--- src/rtl/mem_initiator.sv ---
// Initiator side of the tiny8 single-port memory interface: takes one request
// at a time, drives the memory strobes until mem_resp or timeout, then pulses a response.
module mem_initiator #(
  parameter int WORD_WIDTH     = 8,
  parameter int TIMEOUT_CYCLES = 16
) (
  input  logic                  clk,
  input  logic                  rst_n,
  input  logic                  req_valid,
  input  logic                  req_write,
  input  logic [WORD_WIDTH-1:0] req_addr,
  input  logic [WORD_WIDTH-1:0] req_wdata,
  output logic                  req_ready,
  output logic                  rsp_valid,
  output logic                  rsp_error,
  output logic [WORD_WIDTH-1:0] rsp_rdata,
  output logic                  mem_read,
  output logic                  mem_write,
  output logic [WORD_WIDTH-1:0] mem_addr,
  output logic [WORD_WIDTH-1:0] mem_wdata,
  input  logic                  mem_resp,
  input  logic [WORD_WIDTH-1:0] mem_rdata
);

  typedef enum logic [1:0] {
    IDLE   = 2'd0,
    ACCESS = 2'd1,
    RESP   = 2'd2
  } state_e;

  localparam int TW_RAW = $clog2(TIMEOUT_CYCLES + 1);
  localparam int TW     = (TW_RAW < 1) ? 1 : TW_RAW;
  localparam bit TIMEOUT_EN = (TIMEOUT_CYCLES != 0);
  localparam logic [TW-1:0] TIMER_LAST = TW'(TIMEOUT_CYCLES - 1);
  localparam logic [TW-1:0] TIMER_MAX  = {TW{1'b1}};

  state_e                state_q, state_d;
  logic [TW-1:0]         timer_q, timer_d;
  logic                  mem_read_q, mem_read_d;
  logic                  mem_write_q, mem_write_d;
  logic [WORD_WIDTH-1:0] mem_addr_q, mem_addr_d;
  logic [WORD_WIDTH-1:0] mem_wdata_q, mem_wdata_d;
  logic                  rsp_valid_q, rsp_valid_d;
  logic                  rsp_error_q, rsp_error_d;
  logic [WORD_WIDTH-1:0] rsp_rdata_q, rsp_rdata_d;

  // Next-state and registered-output decode
  always_comb begin
    state_d     = state_q;
    timer_d     = timer_q;
    mem_read_d  = mem_read_q;
    mem_write_d = mem_write_q;
    mem_addr_d  = mem_addr_q;
    mem_wdata_d = mem_wdata_q;
    rsp_valid_d = 1'b0;
    rsp_error_d = 1'b0;
    rsp_rdata_d = rsp_rdata_q;
    case (state_q)
      IDLE: begin
        if (req_valid) begin
          mem_addr_d  = req_addr;
          mem_wdata_d = req_wdata;
          mem_write_d = req_write;
          mem_read_d  = ~req_write;
          timer_d     = '0;
          state_d     = ACCESS;
        end else begin
          state_d = IDLE;
        end
      end
      ACCESS: begin
        // A response landing on the last allowed cycle still wins over the timeout
        if (mem_resp) begin
          mem_read_d  = 1'b0;
          mem_write_d = 1'b0;
          rsp_valid_d = 1'b1;
          if (mem_read_q) begin
            rsp_rdata_d = mem_rdata;
          end else begin
            rsp_rdata_d = rsp_rdata_q;
          end
          state_d = RESP;
        end else if (TIMEOUT_EN && (timer_q == TIMER_LAST)) begin
          mem_read_d  = 1'b0;
          mem_write_d = 1'b0;
          rsp_valid_d = 1'b1;
          rsp_error_d = 1'b1;
          if (mem_read_q) begin
            rsp_rdata_d = '0;
          end else begin
            rsp_rdata_d = rsp_rdata_q;
          end
          state_d = RESP;
        end else if (timer_q != TIMER_MAX) begin
          timer_d = timer_q + TW'(1);
        end else begin
          timer_d = timer_q;
        end
      end
      RESP: begin
        state_d = IDLE;
      end
      default: begin
        state_d     = IDLE;
        mem_read_d  = 1'b0;
        mem_write_d = 1'b0;
      end
    endcase
  end

  // State and output registers with synchronous active-low reset
  always_ff @(posedge clk) begin
    if (!rst_n) begin
      state_q     <= IDLE;
      timer_q     <= '0;
      mem_read_q  <= 1'b0;
      mem_write_q <= 1'b0;
      mem_addr_q  <= '0;
      mem_wdata_q <= '0;
      rsp_valid_q <= 1'b0;
      rsp_error_q <= 1'b0;
      rsp_rdata_q <= '0;
    end else begin
      state_q     <= state_d;
      timer_q     <= timer_d;
      mem_read_q  <= mem_read_d;
      mem_write_q <= mem_write_d;
      mem_addr_q  <= mem_addr_d;
      mem_wdata_q <= mem_wdata_d;
      rsp_valid_q <= rsp_valid_d;
      rsp_error_q <= rsp_error_d;
      rsp_rdata_q <= rsp_rdata_d;
    end
  end

  assign req_ready = (state_q == IDLE);
  assign rsp_valid = rsp_valid_q;
  assign rsp_error = rsp_error_q;
  assign rsp_rdata = rsp_rdata_q;
  assign mem_read  = mem_read_q;
  assign mem_write = mem_write_q;
  assign mem_addr  = mem_addr_q;
  assign mem_wdata = mem_wdata_q;

endmodule
--- config.mk ---
export PLATFORM = sky130hd
export DESIGN_NAME = mem_initiator
export DESIGN_NICKNAME = d
export VERILOG_FILES = /design/src/rtl/mem_initiator.sv
export SDC_FILE = /design/constraint.sdc
export NUM_CORES = 1
export LEC_CHECK = 0
export ABC_AREA = 1
export BUFFER_PORTS_ARGS = -buffer_cell sky130_fd_sc_hd__buf_2
export CAP_MARGIN = 30
export CORE_ASPECT_RATIO = 0.5
export CORE_MARGIN = 1
export CORE_UTILIZATION = 42
export DETAILED_ROUTE_END_ITERATION = 10
export PLACE_DENSITY = 0.74
export SYNTH_ARGS = -nofsm -noshare
export SYNTH_HDL_FRONTEND = slang
export SYNTH_SLANG_ARGS = --single-unit
export TNS_END_PERCENT = 1
--- constraint.sdc ---
create_clock -name clk -period 1.45 [get_ports clk]
set_input_delay 0.145 -clock clk [delete_from_list [all_inputs] [get_ports clk]]
set_output_delay 0.145 -clock clk [all_outputs]
set_load 0.01 [all_outputs]
# Word-level counts from Yosys, hierarchy flattened
# Cells that the tools add are included.
# totals
regBits	35
latch_bits	0
ramBits	0
mem_bits_ro	0
input_bits	29
output_inout_bits	29
word_cells	53
n_memories	0
# op_classes
add_sub_neg	1
multipliers	0
n_div	0
order_cmp	0
n_eq_ne	9
n_shift	0
mux	21
bitwise_logic	4
n_reduce_logical	9
# ops
cell	n
8-bit two-way mux	4
5-bit two-way mux	4
5-bit case mux with 2 select lines	1
2-bit inequality test, second input constant	4
1-bit two-way mux	7
1-bit case mux with 3 select lines	2
3-bit AND reduction	2
5-bit by 1-bit adder with 5-bit output, second input constant	1
5-bit by 4-bit equality test with 1-bit output, second input constant	1
5-bit inequality test, second input constant	1
5-bit AND reduction	1
2-bit two-way mux	2
1-bit NOT	4
2-bit case mux with 2 select lines	1
2-bit AND reduction	2
2-bit nonzero test	2
3-bit inequality test, second input constant	1
3-bit OR reduction	1
2-bit by 1-bit equality test with 1-bit output, second input constant	1
2-bit equality test, second input constant	1
2-bit zero test	1

# Depth between registers and ports, before layout
# Gate-level depths: netlist of the first run.
# depth
word_depth	5
depth_mapped	11
depth_no_buf	11

# Worst setup path after synthesis of the first run
# Ideal clock, no wire load.
# synth_path
kind	register to register
start	register timer_q[0]
end	register timer_q[0]
setup_ns	0.111
arrival_ns	1.429
required_time_ns	1.339
slack_ns	-0.091
path_stages_with_launch	11
n_path_buf	0
period_less_slack_ns	1.541
cell_sequence	dfxtp_1 ha_1 nand2_1 nor2_1 ha_1 nor2_2 nand3_2 nand2_1 inv_1 nor2_1 nor2_1
# synth_via
elab_chain_cells	5
word_cells_on_any_way	10
cone_classes	add/sub: 1; eq/ne: 4; mux: 4; reduce/logical: 1
# synth_lines
element	line	source
from (decl)	38	logic [TW-1:0] timer_q, timer_d;
from (signal assigned)	125	timer_q <= timer_d;
5-bit by 1-bit adder with 5-bit output	95	timer_d = timer_q + TW'(1);
5-bit two-way mux	94	end else if (timer_q != TIMER_MAX) begin
5-bit two-way mux	83	end else if (TIMEOUT_EN && (timer_q == TIMER_LAST)) begin
5-bit two-way mux	73	if (mem_resp) begin
5-bit case mux with 2 select lines	58	case (state_q)
# Parallel ways exist; a longest one is shown, timed or not. The select of a mux whose other input is x is not followed.
# A chain may end at the register's enable or synchronous reset.

# Worst setup path in the final report of the first run
# layout_path
start	register timer_q[0]
end	register timer_q[4]
# Same word-level chain as after synthesis.

==> key figures, run 1 <==
GRT
  • Number of global-route vias before repair: about 1300
  • First-pass GRT wire length: 5.55 mm
  • Overall routing resource usage: about a fifth
  • Maximum number of pins on one net before global-route repair: 23
  • Global route overflow: 0
  • Initial antenna violation count: 0

Logic synthesis
  • Synthesized area: 1410 um2
  • Mapped Avg Cell Area: about 7.4 um2
  • Number of synthesized register bits: 35
  • Largest cells by area after synthesis: dfxtp_1 (50%), nor2_1 (14%), nand2_1 (8.8%)
  • Register area share after synthesis: 49.6%
  • Synthesized Nets: about 220
  • Cells after Synth: approximately 190
  • Library cells used by synthesis: 20
  • Synth area leader: dfxtp_1
  • Post-synth top area share: 49.6%
  • Synth Warn #: 0

Pwr
  • Max VDD drop: 0.000434 V
  • Pleak: 0.00100 uW
  • PD cells: 1060 nW/um2

Setup path
  • Critical Path Max Stage Delay: 0.36 ns
  • Critical Path RT: 1.63 ns
  • Buf+Inv Stages, Crit Path: 1
  • Worst EP arrival: 1.68 ns
  • Setup crit start kind: flip-flop
  • Crit path max fanout: 7
  • RR Startpoint: timer_q[0]
  • Crit Path Category: reg2reg
  • Worst path cell trace: ha_4, nand2_4, nor2_4, ha_4, nor2_4, nand3_4, nand2_4, inv_4, nor2_2, nor2_1
  • CP max-delay cell: dfxtp_4
  • Setup crit end kind: flip-flop
  • Crit-path leading delay family: simple AND/OR/NAND/NOR gates
  • Worst setup startpoint: timer_q[0]
  • Critical path depth: 10
  • R2R depth: 10

Run status
  • Outcome: finished with violations
  • Failing checks: DRC, setup timing

Clock network
  • Clock-pin slew on the worst setup and hold paths: 0.07 ns
  • H-Tree Depth: 2
  • Root buf cell: clkbuf_8
  • Worst-skew pair later-pin latency: ~0.28 ns
  • Quantity of hold-fixing buffers added after cts: 0
  • Num CTS Buffers: 5
  • CTS tree: built
  • Clock buffer depth: 2
  • Clock sink count: 35

Floorplanning
  • # IOs: 58
  • Die width: between 80 and 90 um
  • Die area: 3620 um2
  • Initial Util: 45.6%
  • Core footprint: roughly 3100 um2
  • DIE HEIGHT: 43.0 um
  • FP Rows: 14

Drt
  • 1st-iter DRT viols: 51
  • Vias: 1398
  • Post-route DRC: 8
  • Wire length per cell: 11.4 um
  • Routed WL: 3.42 mm
  • Vias per cell: 4.68
  • Drt first pass iters: 7
  • Routed Antenna Nets: 0

STA
  • Clock Skews: around 0.005 ns
  • Max-slew violations: 0
  • Setup-failing EPs final: 4
  • Min cycle time layout: 1.51 ns
  • Worst-Margin Slew: 0.488 ns
  • Final hold vios: 0
  • Maximum clock rate: 664 MHz
  • Sum Neg Setup Slack: -0.0964 ns
  • RSZ-0062 raised after global routing: true
  • Hold_ws: 0.111 ns
  • Slew HR: 67.4%
  • Setup slack after layout: -0.0559 ns
  • Final worst-path cycle share: 104%

Placement
  • Hpwl dp: 2.32 mm
  • Port Buffers: between 50 and 60
  • DP Worst Slack: -0.217 ns
  • Routability cong.: 0.810

Finish
  • ANT cells: 0
  • Most common cell after layout, fill and taps aside: buf_2
  • Most frequent cells in the layout: buf_2 (57), nor2_1 (48), dfxtp_1 (33)
  • Layout area overhead: 40.9%
  • Nets: 291
  • FILL cells: 264
  • Fraction of layout cells with a size suffix above 1: 41.3%

Min path
  • Hold Crit Depth: 3
  • Hold_sp: mem_rdata[2]
  • Hold Crit Class: in2reg

Run
  • Max-cap violations: 0
## power by group
group          leakage (uW)  total, uW  switching, uW  internal, uW
Clock             0.0000470        702            330           373
Combinational      0.000666        356            203           152
Sequential         0.000288       1060           37.6          1020
Total               0.00100       2120            571          1550
## final cells by class
class | count | area (um2) | area share [%]
Clock buffer | 6 | 82.6 | 4.15
Clock inverter | 1 | 5.00 | 0.251
Inverter | 18 | 70.1 | 3.52
Multi-Input combinational cell | 133 | 726 | 36.4
Sequential cell | 35 | 706 | 35.4
Tap cell | 40 | 50.0 | 2.51
Timing Repair Buffer | 66 | 353 | 17.7
## layer usage
metal  global-route usage, %  wire, um  share of wire, %
met4                    5.86        16              0.47
met1                    22.4      1510                44
met5                       0         0                 0
met2                    36.9      1690                49
met3                    6.42       195               5.7
## Yosys cell counts
| cell type | count |
|---|---|
| nor2_1 | 52 |
| dfxtp_1 | 35 |
| nand2_1 | 33 |
| o21ai_0 | 19 |
| inv_1 | 15 |
| a21oi_1 | 10 |
| nand3_1 | 6 |
| nand2_2 | 4 |
| ha_1 | 3 |
| inv_2 | 3 |
| clkbuf_1 | 2 |
| nor2_2 | 2 |
| a22oi_1 | 1 |
| buf_2 | 1 |
| buf_4 | 1 |
| buf_6 | 1 |
| clkbuf_2 | 1 |
| nand3_2 | 1 |
| nand3b_2 | 1 |
| nor2_4 | 1 |
## stage by stage
step,instance area [um2],utilization (%),total power (uW),cells
floorplan,1420,-,1270,192
global placement,1760,56.6,1390,288
detailed placement,1760,56.6,1400,288
CTS,1940,62.5,2120,298
global route,1990,64.2,2240,299
finish,1990,64.2,2120,299
## logic make-up (layout without fill, tap and decap cells)
logic type / Yosys count / in the layout / share of synthesized area, %
adders and majority gates: 3 / 3 / 2.66
and+or+nand+nor: 100 / 100 / 29.6
DFF: 35 / 35 / 49.6
AOI/OAI and AO/OA: 30 / 30 / 10.8
buffers and inverters: 24 / 91 / 7.34
## what timing repair did
action                                  in CTS  in global routing
endpoints found under the setup margin      15                 15
pin swaps                                    8                 13
gates resized for setup                     16                 15
buffers inserted                             3                  1
## sequential cells by signal, summed over array words and instances (netlist names)
signal     count
mem_write      1
rsp_error      1
mem_addr       8
mem_wdata      8
timer_q        5
mem_read       1
state_q        2
rsp_rdata      8
rsp_valid      1
## tightest hold or removal path, stage by stage
cell and delay (ns):
buf_2 0.10, nand2_1 0.05, a21oi_1 0.05
## path summary, 6_finish.rpt
check	slack [ns]	end
setup / recovery	-0.06	timer_q[4]
hold / removal	0.11	rsp_rdata[2]
setup reg to reg	-0.06	timer_q[4]
hold reg to reg	0.47	rsp_rdata[6]
Power figures use the tool's default switching activity.
==> run 2: changes to the inputs <==
- TNS_END_PERCENT: 1 -> default
==> key figures, run 2 (synthesis gave the netlist of run 1 again) <==
Finish
  • Register area: 706 um2 (unchanged)
  • Nets: 292 (was 291)
  • Most frequent cells in the layout: buf_2 (57), nor2_1 (46), dfxtp_1 (33) (was buf_2 (57), nor2_1 (48), dfxtp_1 (33))
  • Most common cell after layout, fill and taps aside: buf_2 (unchanged)
  • Area of the multi-input gates: 762 um2 (was 726 um2)
  • Fin util: 65.7% (was 64.2%)
  • ANT cells: 0 (unchanged)
  • Fraction of layout cells with a size suffix above 1: 46.9% (was 41.3%)
  • FILL cells: 254 (was 264)
  • Layout area overhead: 44.0% (was 40.9%)

Clock network
  • Root buf cell: clkbuf_8 (unchanged)
  • Clock-pin slew on the worst setup and hold paths: 0.07 ns (about the same)
  • Worst-skew pair later-pin latency: 0.28 ns (about the same)
  • H-Tree Depth: 2 (unchanged)
  • Quantity of hold-fixing buffers added after cts: 0 (unchanged)
  • Num CTS Buffers: 5 (unchanged)
  • Clock buffer depth: 2 (unchanged)
  • Clock sink count: 35 (unchanged)
  • CTS tree: built (unchanged)

Setup path
  • Setup crit start kind: flip-flop (unchanged)
  • Crit path max fanout: 7 (unchanged)
  • Worst EP arrival: 1.69 ns (was 1.68 ns)
  • Setup crit end kind: flip-flop (unchanged)
  • Worst R2R Setup Slack: -0.07 ns (was -0.06 ns)
  • Crit Path Category: reg2reg (unchanged)
  • R2R depth: 10 (unchanged)
  • Critical Path RT: 1.63 ns (about the same)
  • Worst setup endpoint: timer_q[4] (unchanged)
  • R2R Path End: timer_q[4] (unchanged)
  • RR Startpoint: timer_q[0] (unchanged)
  • Worst setup startpoint: timer_q[0] (unchanged)

Pwr
  • Sequential share of power: 49.8% (was 50.1%)
  • Sw frac: 27.3% (was 26.9%)
  • Max VDD drop: 0.000457 V (was 0.000434 V)
  • Pleak: 0.00101 uW (was 0.00100 uW)
  • Internal: 1550 uW (about the same)
  • PD cells: 1050 nW/um2 (was 1060 nW/um2)
  • Clock power share: 33.2% (was 33.1%)
  • Combinational share of power: 17.1% (was 16.8%)
  • Switching power: 584 uW (was 571 uW)

Drt
  • Post-route DRC: 8 (unchanged)
  • Routed Antenna Nets: 0 (unchanged)
  • Routed WL: 3.50 mm (was 3.42 mm)
  • Wire length per cell: 11.7 um (was 11.4 um)
  • Vias: 1387 (was 1398)
  • Vias per cell: 4.62 (was 4.68)
  • 1st-iter DRT viols: 33 (was 51)
  • Drt first pass iters: 7 (unchanged)

Run
  • Max-cap violations: 0 (unchanged)

STA
  • RSZ-0062 raised after global routing: true (unchanged)
  • Final hold vios: 0 (unchanged)
  • Clock Skews: 0.00812 ns (was 0.00504 ns)
  • Setup slack after layout: -0.0667 ns (was -0.0559 ns)
  • Sum Neg Setup Slack: -0.131 ns (was -0.0964 ns)
  • Maximum clock rate: 659 MHz (was 664 MHz)
  • Final worst-path cycle share: 105% (was 104%)
  • Slew HR: 65.0% (was 67.4%)
  • Setup-failing EPs final: 7 (was 4)
  • Worst-Margin Slew: 0.524 ns (was 0.488 ns)
  • Max-slew violations: 0 (unchanged)
  • Min cycle time layout: 1.52 ns (was 1.51 ns)

GRT
  • Number of global-route vias before repair: 1301 (unchanged)
  • Maximum number of pins on one net before global-route repair: 23 (unchanged)
  • First-pass GRT wire length: 5.55 mm (unchanged)
  • Overall routing resource usage: 19.9% (unchanged)
  • Initial antenna violation count: 0 (unchanged)
  • Global route overflow: 0 (unchanged)

Placement
  • Hpwl dp: 2.32 mm (unchanged)
  • Port Buffers: 57 (unchanged)
  • Routability cong.: 0.810 (unchanged)

Floorplanning
  • Die width: 84.1 um (unchanged)
  • Initial Util: 45.6% (unchanged)
  • Core footprint: 3100 um2 (unchanged)
  • # IOs: 58 (unchanged)
  • FP Rows: 14 (unchanged)
  • Die area: 3620 um2 (unchanged)
  • DIE HEIGHT: 43.0 um (unchanged)

Min path
  • Hold_sp: mem_rdata[0] (was mem_rdata[2])
  • Hold Crit Depth: 3 (unchanged)
  • Hold Crit Class: in2reg (unchanged)

Run status
  • Failing checks: DRC, setup timing (unchanged)
  • Outcome: finished with violations (unchanged)
[run 2: layout make-up]
type | count | share of cell area [%]
clock inverters | 1 | 0.246
well taps | 40 | 2.46
multi-input cells | 133 | 37.4
inverters | 18 | 3.44
flip-flops and latches | 35 | 34.7
repair buffers | 67 | 17.7
clock buffers | 6 | 4.06
[run 2: worst max-delay path, cell delays in order, from the launching register on]
cell,delay [ns]
dfxtp_4,0.36
ha_4,0.16
nand2_4,0.07
nor2_4,0.04
ha_4,0.17
nor2_4,0.15
nand3_4,0.15
nand2_4,0.13
inv_4,0.04
nor2_2,0.09
nor2_1,0.06
[run 2: routing by layer]
layer | up-vias | track usage (%) | part of all wire [%]
met2 | 41 | 36.9 | 48
met3 | 0 | 6.42 | 4.9
li1 | 732 | - | -
met5 | - | 0 | 0
met4 | 0 | 5.86 | 0
met1 | 614 | 22.4 | 47
[run 2: power groups by stage]
stage / logic, uW / registers [uW] / clock network, uW
after floorplan: 171 / 1100 / 0
after global placement: 315 / 1070 / 0
after detailed placement: 321 / 1080 / 0
after CTS: 343 / 1060 / 718
after global routing: 411 / 1070 / 765
final: 365 / 1060 / 708
[run 2: repair_timing]
item	CTS	global route
pin swaps	8	19
setup endpoints to repair	15	15
gates resized for setup	16	29
buffers inserted	3	2
[run 2: how the worst min path moves through the flow]
stage / to / slack, ns
floorplan: mem_wdata[1] / 0.28
global placement: rsp_rdata[4] / 0.39
detailed placement: mem_wdata[4] / 0.40
CTS: rsp_rdata[0] / 0.1
global route: rsp_rdata[5] / 0.13
finish: rsp_rdata[0] / 0.12
[run 2: stage by stage]
step / instance area [um2] / cells / hold slack (ns) / total power [uW] / worst slack [ns]
floorplan: 1420 / 192 / 0.281 / 1270 / -0.0310
global placement: 1760 / 288 / 0.393 / 1390 / -0.153
detailed placement: 1760 / 288 / 0.401 / 1400 / -0.217
CTS: 1940 / 298 / 0.0997 / 2120 / -0.0107
global route: 2040 / 300 / 0.125 / 2250 / -0.113
finish: 2040 / 300 / 0.116 / 2140 / -0.0667
==> run 3: changes to the inputs <==
- CORE_MARGIN: 1 -> default
- CORE_UTILIZATION: 42 -> 47
- PLACE_DENSITY: 0.74 -> 0.78
- clock period: 1.45 -> 1.5 ns (I/O delays scaled with it)
==> key figures, run 3 (synthesis gave the netlist of run 1 again) <==
Setup path
  • Critical Path RT: 1.68 ns (was 1.63 ns)
  • Worst setup startpoint: timer_q[1] (was timer_q[0])
  • Crit path max fanout: 7 (unchanged)
  • R2R depth: 10 (unchanged)
  • Worst EP arrival: 1.64 ns (was 1.69 ns)
  • CP max-delay cell: dfxtp_2 (was dfxtp_4)
  • Worst R2R Setup Slack: 0.04 ns (was -0.07 ns)
  • Setup crit start kind: flip-flop (unchanged)
  • Worst path cell trace: ha_4, nand2_4, nor2_4, ha_4, nor2_4, nand3_4, nand2_4, inv_2, nor2_1, nor2_1 (was ha_4, nand2_4, nor2_4, ha_4, nor2_4, nand3_4, nand2_4, inv_4, nor2_2, nor2_1)
  • R2R Path End: timer_q[0] (was timer_q[4])
  • Setup crit end kind: flip-flop (unchanged)
  • Crit Path Category: reg2reg (unchanged)
  • RR Startpoint: timer_q[1] (was timer_q[0])
  • Worst setup endpoint: timer_q[0] (was timer_q[4])
  • Critical Path Max Stage Delay: 0.34 ns (was 0.36 ns)

STA
  • Final worst-path cycle share: 97.2% (was 105%)
  • Hold_ws: 0.101 ns (was 0.116 ns)
  • Final hold vios: 0 (unchanged)
  • Clock Skews: 0.00435 ns (was 0.00812 ns)
  • Sum Neg Setup Slack: 0 ns (was -0.131 ns)
  • Max-slew violations: 0 (unchanged)
  • Min cycle time layout: 1.46 ns (was 1.52 ns)
  • RSZ-0062 raised after global routing: true (unchanged)
  • Slew HR: 74.9% (was 65.0%)
  • Setup-failing EPs final: 0 (was 7)
  • Maximum clock rate: 686 MHz (was 659 MHz)
  • Worst-Margin Slew: 0.377 ns (was 0.524 ns)

GRT
  • Number of global-route vias before repair: 1129 (was 1301)
  • Initial antenna violation count: 0 (unchanged)
  • Global route overflow: 0 (unchanged)
  • Overall routing resource usage: 21.5% (was 19.9%)
  • First-pass GRT wire length: 4.98 mm (was 5.55 mm)
  • Maximum number of pins on one net before global-route repair: 24 (was 23)

Clock network
  • Clock sink count: 35 (unchanged)
  • Root buf cell: clkbuf_8 (unchanged)
  • Worst-skew pair later-pin latency: 0.28 ns (about the same)
  • Num CTS Buffers: 5 (unchanged)
  • Clock buffer depth: 2 (unchanged)
  • Clock-pin slew on the worst setup and hold paths: 0.07 ns (about the same)
  • H-Tree Depth: 2 (unchanged)
  • CTS tree: built (unchanged)

Min path
  • Hold Crit Class: in2reg (unchanged)

Finish
  • Fin util: 71.9% (was 65.7%)
  • Most common cell after layout, fill and taps aside: buf_2 (unchanged)
  • FILL cells: 216 (was 254)
  • Register area: 703 um2 (was 706 um2)
  • Post-route cell area: 1950 um2 (was 2040 um2)
  • Fraction of layout cells with a size suffix above 1: 37.8% (was 46.9%)
  • Area of the multi-input gates: 697 um2 (was 762 um2)
  • Most frequent cells in the layout: buf_2 (57), nor2_1 (49), dfxtp_1 (33) (was buf_2 (57), nor2_1 (46), dfxtp_1 (33))
  • Nets: 291 (was 292)
  • Layout area overhead: 38.2% (was 44.0%)
  • ANT cells: 0 (unchanged)

Drt
  • Drt first pass iters: 4 (was 7)
  • Post-route DRC: 0 (was 8)
  • Vias: 1383 (was 1387)
  • Vias per cell: 4.67 (was 4.62)
  • Routed WL: 3.24 mm (was 3.50 mm)
  • 1st-iter DRT viols: 49 (was 33)
  • Routed Antenna Nets: 0 (unchanged)
  • Wire length per cell: 11.0 um (was 11.7 um)

Pwr
  • Max VDD drop: 0.000937 V (was 0.000457 V)
  • PD cells: 1050 nW/um2 (about the same)
  • Pleak: 0.000999 uW (was 0.00101 uW)

Placement
  • Routability cong.: 0.822 (was 0.810)
  • Dpl cell area: 1750 um2 (was 1760 um2)
  • Hpwl dp: 2.21 mm (was 2.32 mm)
  • Port Buffers: 57 (unchanged)

Floorplanning
  • FP Rows: 13 (was 14)
  • # IOs: 58 (unchanged)
  • Die width: 79.6 um (was 84.1 um)
  • Core footprint: 2720 um2 (was 3100 um2)
  • Initial Util: 52.0% (was 45.6%)
  • DIE HEIGHT: 40.8 um (was 43.0 um)
  • Die area: 3250 um2 (was 3620 um2)

Run status
  • Outcome: finished clean (was finished with violations)

Run
  • Max-cap violations: 0 (unchanged)
[run 3: changes by cell type in the layout (fill, tap and decap cells not counted)]
cell / before / now
nand2_1: 19 / 30
nand2_2: 16 / 5
a21oi_1: 1 / 9
a21oi_2: 9 / 1
nor2_1: 46 / 49
nor2_2: 5 / 2
buf_4: 10 / 9
dfxtp_2: 1 / 2
dfxtp_4: 1 / 0
inv_1: 13 / 14
inv_4: 1 / 0
[run 3: metrics by stage]
| stage | setup WS, ns | std cells | power (uW) |
|---|---|---|---|
| 4_1_cts | 0.00737 | 296 | 2060 |
| 3_5_place_dp | -0.177 | 285 | 1350 |
| 2_1_floorplan | 0.00763 | 192 | 1230 |
| 5_1_grt | -0.0350 | 296 | 2160 |
| 6_report | 0.0418 | 296 | 2040 |
| 3_3_place_gp | -0.105 | 285 | 1340 |
[run 3: layer usage]
layer | global-route usage [%] | up-vias | part of all wire (%)
met5 | 0 | - | 0
met4 | 4.09 | 0 | 0.43
met3 | 8.67 | 3 | 6.0
met2 | 36.8 | 40 | 45
met1 | 26.5 | 611 | 49
li1 | - | 729 | -
[run 3: worst min path at each step]
stage | slack (ns) | endpoint | cells after the start | startpoint
after global placement | 0.40 | mem_addr[7] | 3 | req_addr[7]
after CTS | 0.10 | rsp_rdata[4] | 3 | mem_rdata[4]
after floorplan | 0.29 | mem_wdata[1] | 2 | rst_n
after detailed placement | 0.40 | mem_addr[1] | 3 | req_addr[1]
final | 0.10 | rsp_rdata[3] | 3 | mem_rdata[3]
after global routing | 0.10 | rsp_rdata[4] | 3 | mem_rdata[4]
[run 3: critical path: cells and delay by family, from the launching register on]
kind / cells / cell delay (ns)
flip-flops: 1 / 0.34
AND/OR/NAND/NOR: 7 / 0.60
adder cells (fa/ha/maj): 2 / 0.34
buffers and inverters: 1 / 0.05
[run 3: where the power goes]
part | switching (uW) | internal (uW) | total, uW
Clock | 321 | 360 | 681
Sequential | 36.3 | 990 | 1030
Combinational | 194 | 144 | 338
[run 3: layout make-up]
cell class              instances  share of cell area (%)
multi-input cells             133                    35.7
flip-flops and latches         35                    36.0
repair buffers                 66                    18.1
inverters                      18                    3.46
well taps                      37                    2.37
clock buffers                   6                    4.23
clock inverters                 1                   0.256
[run 3: what timing repair did]
| action | in CTS | in global routing |
|---|---|---|
| endpoints found under the setup margin | 15 | 9 |
| setup buffers | 4 | 0 |
| hold buffers | 0 | 0 |
| resized for setup | 16 | 5 |
| pin swaps | 8 | 6 |
